<file path="src/rtl/capture_dump.sv">
// Streams one channel's circular capture trace, oldest sample first, to the UART
// transmitter one byte per send/done handshake, then pulses dump_finished.
module capture_dump #(
    parameter int ADDR_W = 9
) (
    input  logic              clk,
    input  logic              rst_n,
    input  logic              start_dump,
    input  logic [1:0]        dump_channel,
    input  logic [ADDR_W-1:0] trace_end,
    output logic              ram_en,
    output logic [ADDR_W-1:0] ram_addr,
    input  logic [7:0]        ch1_rdata,
    input  logic [7:0]        ch2_rdata,
    input  logic [7:0]        ch3_rdata,
    input  logic              tx_done,
    output logic [7:0]        dump_data,
    output logic              send_dump,
    output logic              dump_finished,
    output logic              busy
);

    typedef enum logic [2:0] {
        IDLE,
        READ,
        LATCH,
        WAIT_TX,
        FINISH
    } state_e;

    state_e            state_q, state_d;
    logic [1:0]        chan_q, chan_d;
    logic [ADDR_W-1:0] addr_q, addr_d;
    logic [ADDR_W-1:0] cnt_q, cnt_d;
    logic [7:0]        data_q, data_d;
    logic              send_q, send_d;
    logic              fin_q, fin_d;

    // NOTE: state flops use non-blocking assignments so every flop samples
    // pre-edge values regardless of the order the simulator runs processes.
    always_ff @(posedge clk or negedge rst_n) begin
        if (!rst_n) begin
            state_q <= IDLE;
            chan_q  <= '0;
            addr_q  <= '0;
            cnt_q   <= '0;
            data_q  <= '0;
            send_q  <= 1'b0;
            fin_q   <= 1'b0;
        end else begin
            state_q <= state_d;
            chan_q  <= chan_d;
            addr_q  <= addr_d;
            cnt_q   <= cnt_d;
            data_q  <= data_d;
            send_q  <= send_d;
            fin_q   <= fin_d;
        end
    end

    // NOTE: every variable gets its hold value or pulse default first, so no
    // path through the case below can leave one unassigned and infer a latch.
    always_comb begin
        state_d = state_q;
        chan_d  = chan_q;
        addr_d  = addr_q;
        cnt_d   = cnt_q;
        data_d  = data_q;
        send_d  = 1'b0;
        fin_d   = 1'b0;

        case (state_q)
            IDLE: begin
                if (start_dump) begin
                    chan_d = dump_channel;
                    addr_d = trace_end;
                    cnt_d  = '0;
                    if (dump_channel == 2'd3) begin
                        state_d = FINISH;
                        fin_d   = 1'b1;
                    end else begin
                        state_d = READ;
                    end
                end
            end

            READ: state_d = LATCH;

            LATCH: begin
                case (chan_q)
                    2'd0:    data_d = ch1_rdata;
                    2'd1:    data_d = ch2_rdata;
                    default: data_d = ch3_rdata;
                endcase
                send_d  = 1'b1;
                state_d = WAIT_TX;
            end

            WAIT_TX: begin
                if (tx_done) begin
                    // cnt is exactly ADDR_W bits, so all-ones marks the final byte
                    if (cnt_q == '1) begin
                        state_d = FINISH;
                        fin_d   = 1'b1;
                    end else begin
                        cnt_d   = cnt_q + ADDR_W'(1);
                        addr_d  = addr_q + ADDR_W'(1);
                        state_d = READ;
                    end
                end
            end

            FINISH: state_d = IDLE;

            default: state_d = IDLE;
        endcase
    end

    assign ram_en        = (state_q == READ);
    assign ram_addr      = addr_q;
    assign dump_data     = data_q;
    assign send_dump     = send_q;
    assign dump_finished = fin_q;
    assign busy          = (state_q != IDLE);

endmodule

</file>
<file path="config.mk">
export PLATFORM = sky130hd
export DESIGN_NAME = capture_dump
export DESIGN_NICKNAME = d
export VERILOG_FILES = /design/src/rtl/capture_dump.sv
export SDC_FILE = /design/constraint.sdc
export NUM_CORES = 1
export LEC_CHECK = 0
export BUFFER_PORTS_ARGS = -buffer_cell sky130_fd_sc_hd__buf_2
export CELL_PAD_IN_SITES_DETAIL_PLACEMENT = 1
export CELL_PAD_IN_SITES_GLOBAL_PLACEMENT = 2
export CORE_UTILIZATION = 30
export CTS_CLUSTER_SIZE = 12
export DETAILED_ROUTE_END_ITERATION = 8
export PLACE_DENSITY_LB_ADDON = 0.3
export SYNTH_ARGS = -nofsm -noshare
export SYNTH_HDL_FRONTEND = slang
export SYNTH_SLANG_ARGS = --single-unit
</file>
<file path="constraint.sdc">
create_clock -name clk -period 4.69 [get_ports clk]
set_clock_uncertainty 0.15 [all_clocks]
set_input_delay 0.2345 -clock clk [delete_from_list [all_inputs] [get_ports clk]]
set_output_delay 0.2345 -clock clk [all_outputs]
set_load 0.01 [all_outputs]
</file>
* After elaboration in Yosys (flattened, before gate mapping) *
Cells that the tools add are included.

word-level totals
  register bits after elaboration = 33
  bits of input ports = 39
  output and inout bits = 21
  word-level logic and storage cells = 45

cells by class
  add/subtract/negate cells = 2
  equal/unequal tests = 9
  mux-type cells = 20
  reduce and logical (&&, ||, !) cells = 7

operator list
  cell                                           count
  2-to-1 mux 9 bit                               6
  case mux 9 bit (2 select lines)                2
  adder 9 x 1 -> 9 bit, second input constant    2
  case mux 8 bit (2 select lines)                1
  2-to-1 mux 3 bit                               4
  case mux 3 bit (4 select lines)                1
  == test 9 bit, second input constant           1
  == test 3 x 2 -> 1 bit, second input constant  2
  inequality test 2 bit, second input constant   3
  2-to-1 mux 1 bit                               5
  AND reduction 2 bit                            2
  AND reduction 4 bit                            1
  == test 3 x 1 -> 1 bit, second input constant  1
  zero test 3 bit                                1
  nonzero test 3 bit                             1
  == test 2 x 1 -> 1 bit, second input constant  1
  == test 2 bit, second input constant           1
  zero test 2 bit                                1
  case mux 1 bit (2 select lines)                1
  nonzero test 2 bit                             1

* Longest topological paths before layout *
  depth after elaboration = 4
  mapped depth = 10
  gate-level depth less buffers = 9

* Worst setup path after synthesis *
Ideal clock, no wire load.

  path type = flip-flop to flip-flop
  from = register cnt_q[0]
  to = register cnt_q[5]
  library setup time = 0.077 ns
  arrival = 2.155 ns
  data required time = 4.463 ns
  setup slack = 2.307 ns
  cell stages (with the launch flop) = 10
  buffers on the path = 0
  clock period less this slack = 2.383 ns
  path through = dfrtp_1 ha_1 and3_1 nand3_1 nor2_1 ha_1 nand4b_1 a21o_1 or4_1 a21oi_1

on the way
  longest elaborated chain between the ends = 4
  elaborated cells on any way between the ends = 7
  classes of those cells = 1 x add/sub; 2 x eq/ne; 3 x mux; 1 x reduce/logical

ends and longest elaborated chain
  element                          line  RTL
  start, declared                  34    logic [ADDR_W-1:0] cnt_q, cnt_d;
  start signal, assigned           54    cnt_q <= cnt_d;
  adder 9 x 1 -> 9 bit             106   cnt_d = cnt_q + ADDR_W'(1);
  2-to-1 mux 9 bit                 102   if (cnt_q == '1) begin
  2-to-1 mux 9 bit                 100   if (tx_done) begin
  case mux 9 bit (2 select lines)  72    case (state_q)

Several ways; a longest one is shown, not always the timed one. The select of a mux whose other input is x is not followed.
A chain may end at the register's enable or synchronous reset.

* Worst setup path in the final report *
  from = register cnt_q[0]
  to = register cnt_q[7]

Same word-level chain as after synthesis.

==> summary.txt <==
Outcome
  • Result of the run: finished, final reports clean

Synth
  • Distinct cell type count after synthesis: 37
  • Share of Yosys cell area claimed by the top area cell type: 0.469
  • Main area contributors after synthesis: sky130_fd_sc_hd__dfrtp_1 (47%), sky130_fd_sc_hd__nand2_1 (7.7%), sky130_fd_sc_hd__a21oi_1 (5.7%), sky130_fd_sc_hd__mux2i_1 (5.1%), sky130_fd_sc_hd__o21ai_0 (4.8%)
  • Mapped Area: 1760 µm²
  • Post-synthesis average cell area: approximately 8.8 µm²
  • Synth area leader: sky130_fd_sc_hd__dfrtp_1
  • #FFs+latches synth: 33
  • Async set-reset flop share out of synthesis: 1.00
  • Predominant post-synthesis flop cell: sky130_fd_sc_hd__dfrtp_1
  • Number of enable-type register cells in the synthesized netlist: 0
  • Most common cell in the synthesized netlist: sky130_fd_sc_hd__nand2_1
  • Synth Instances: 201
  • Warnings from Yosys: 0
  • Post-synthesis net count: ~240
  • Portion of the post-synthesis area used by sequential elements: 0.469
  • Top cells by instance count after synthesis: sky130_fd_sc_hd__nand2_1 (36), sky130_fd_sc_hd__dfrtp_1 (33), sky130_fd_sc_hd__a21oi_1 (20)

GRT
  • Antenna violations before repair: 0
  • Overflow left after global routing: 0
  • Via count of the first global-routing pass: 1639
  • Maximum number of pins on one net before global-route repair: 34
  • Combined global-route utilization of all metal layers: 0.167
  • First-pass GRT wire length: 7.91 mm

Floorplanning
  • Boundary Pins: 60
  • Full die area: around 6200 µm²
  • CORE AREA: between 5000 and 6000 µm²
  • X dimension of the die: roughly 79 µm
  • Effective utilization at floorplan: 0.316
  • Vertical extent of the die: between 70 and 80 µm
  • Row count: 27

Placement
  • Cell Count Post-Placement: 321
  • Final estimated routing congestion in global placement: about 0.74
  • Final HPWL DP: 3.51 mm
  • Count of input and output buffers: between 50 and 60

CTS
  • Number of clock sinks: 33
  • Number of levels in the clock H-tree: 2
  • Skew-Pair Late Insertion Delay: between 200 and 300 ps
  • Number of buffers created by CTS: 5
  • CTS root buf: sky130_fd_sc_hd__clkbuf_8
  • Clock-pin slew reported for the worst setup and hold paths after clock tree synthesis: 70 ps
  • # Post-CTS Setup Buffers: 0
  • CTS tree: done
  • Maximum count of clock buffers along a single path: 2

Power and ir drop
  • Leakage dissipation: around 1.1 nW
  • Max IR drop VDD: ~200 µV
  • Power per cell area: 596 nW/µm²

Detailed routing
  • Wire length reported by the detailed router: 4.78 mm
  • Total DRC errors in the routed layout: 0
  • Via count: roughly 1700
  • Mean number of vias per cell: 5.04
  • Iteration-0 DRC Markers: between 50 and 60
  • Per-cell routed wire length: between 10 and 15 µm
  • Antenna Nets Post-Route: 0
  • Number of search-and-repair iterations in the first detailed-routing pass: 4

Worst setup path
  • Critical setup path kind: reg -> reg
  • Data required time at the worst endpoint: ~4800 ps
  • Maximum fanout count along the critical path: 15
  • Kind of end point of the critical path: register
  • Arrival time of the worst setup path: approximately 2800 ps
  • Startpoint class of the critical path: register

Cells and area
  • Count of antenna diodes in the layout: 0
  • Layout Utilization: 0.393
  • Share of cells above drive strength 1: 0.261
  • Number of filler cells placed in the layout: around 680
  • Nets: roughly 300
  • Layout area overhead: 24.3%
  • Number of standard cells in the final layout excluding fillers: around 330

STA
  • Max-slew violations: 0
  • Share of the clock period used by the worst path after layout: 0.577
  • Relative max-transition margin: 0.491
  • Post-layout min period: approximately 2700 ps
  • Final Hold Violating Endpoints: 0
  • Setup total negative slack: 0 ps
  • Transition time at the pin with the least slew margin: roughly 760 ps
  • Unrepaired setup endpoints after global routing: no
  • Upper clock frequency limit: 369 MHz
  • Final setup violation count: 0

Worst hold path
  • Path class of the lowest-slack min-delay path: in -> reg

Run
  • Number of maximum-capacitance constraint violations: 0
## cells by family after synthesis
| group | synth area share |
|---|---|
| AOI/OAI and AO/OA | 0.202 |
| adders and majority gates | 0.0213 |
| DFF | 0.469 |
| xor gates and xnor gates | 0.00498 |
| muxes | 0.0512 |
| buffers and inverters | 0.0476 |
| and+or+nand+nor | 0.204 |
## routing by layer
layer | track usage | vias to the layer above | wire (µm)
li1 | - | 827 | -
met5 | 0 | - | 0
met2 | 0.270 | 42 | 2180
met3 | 0.0581 | 5 | 271
met1 | 0.210 | 784 | 2280
met4 | 0.0444 | 0 | 43
## worst max-delay path, cell delays in order, from the launching register on
cell,delay [ps]
sky130_fd_sc_hd__dfrtp_1,410
sky130_fd_sc_hd__ha_1,220
sky130_fd_sc_hd__and3_1,200
sky130_fd_sc_hd__nand3_1,100
sky130_fd_sc_hd__nor2_1,60
sky130_fd_sc_hd__ha_1,190
sky130_fd_sc_hd__nand4b_1,220
sky130_fd_sc_hd__a21o_1,380
sky130_fd_sc_hd__or4_1,550
sky130_fd_sc_hd__a21oi_1,150
## final timing paths
path / start / to / slack (ps) / cells past startpoint
hold / removal: dump_channel[0] / chan_q[0] / 20 / 3
min in group asynchronous: rst_n / cnt_q[2] / 400 / 2
setup reg to reg: cnt_q[0] / cnt_q[7] / 1980 / 9
max in group asynchronous: rst_n / dump_data[6] / 3500 / 2
hold reg to reg: dump_data[3] / dump_data[3] / 320 / 2
setup / recovery: cnt_q[0] / cnt_q[7] / 1980 / 9
## registers in the layout (all words and copies together) (netlist names)
name and count:
send_dump 1, chan_q 2, dump_finished 1, dump_data 8, state_q 3, cnt_q 9, ram_addr 9
## cell usage in the layout (no fill, tap or decap), types with 2 or more instances in the layout
cell	count
sky130_fd_sc_hd__inv_1	6
sky130_fd_sc_hd__mux2i_1	9
sky130_fd_sc_hd__ha_1	3
sky130_fd_sc_hd__nand3_1	8
sky130_fd_sc_hd__buf_2	59
sky130_fd_sc_hd__dfrtp_1	33
sky130_fd_sc_hd__clkbuf_8	6
sky130_fd_sc_hd__o22ai_1	4
sky130_fd_sc_hd__and3_1	2
sky130_fd_sc_hd__o32ai_1	2
sky130_fd_sc_hd__a21o_1	2
sky130_fd_sc_hd__o21ai_0	17
sky130_fd_sc_hd__and2_1	2
sky130_fd_sc_hd__a2bb2oi_1	2
sky130_fd_sc_hd__a21oi_1	20
sky130_fd_sc_hd__nand4_1	3
sky130_fd_sc_hd__a31oi_1	4
sky130_fd_sc_hd__nor2_1	15
sky130_fd_sc_hd__nand2_1	36
sky130_fd_sc_hd__o31ai_1	3
sky130_fd_sc_hd__or4_1	3
## per-stage QoR
stage	worst slack, ps	power (mW)	cell area, µm²	hold slack, ps
final	1980	1.30	2190	16.2
after global placement	2080	1.09	2090	209
after floorplan	2310	0.905	1760	-211
after CTS	1960	1.33	2190	3.53
after global routing	1790	1.43	2190	13.2
after detailed placement	1970	1.10	2090	213
## area by class of cell
class	instances	area, µm²	area share
Clock buffer	7	86.3	0.0395
Inverter	6	22.5	0.0103
Multi-Input combinational cell	150	851	0.389
Sequential cell	33	826	0.377
Tap cell	72	90.1	0.0412
Timing Repair Buffer	61	313	0.143
## report_power, final
| part | total [mW] | internal (mW) | switching, mW |
|---|---|---|---|
| logic | 0.549 | 0.231 | 0.318 |
| clock network | 0.218 | 0.116 | 0.102 |
| registers | 0.537 | 0.396 | 0.141 |
| total | 1.30 | 0.744 | 0.561 |
## repair_timing
| action | 4_1_cts | 5_1_grt |
|---|---|---|
| endpoints found under the hold margin | 33 | 0 |
| resized for setup | 0 | 0 |
| hold buffers | 1 | 0 |
| endpoints found under the setup margin | 0 | 0 |
Note: power is estimated with default switching activity, not from simulation.
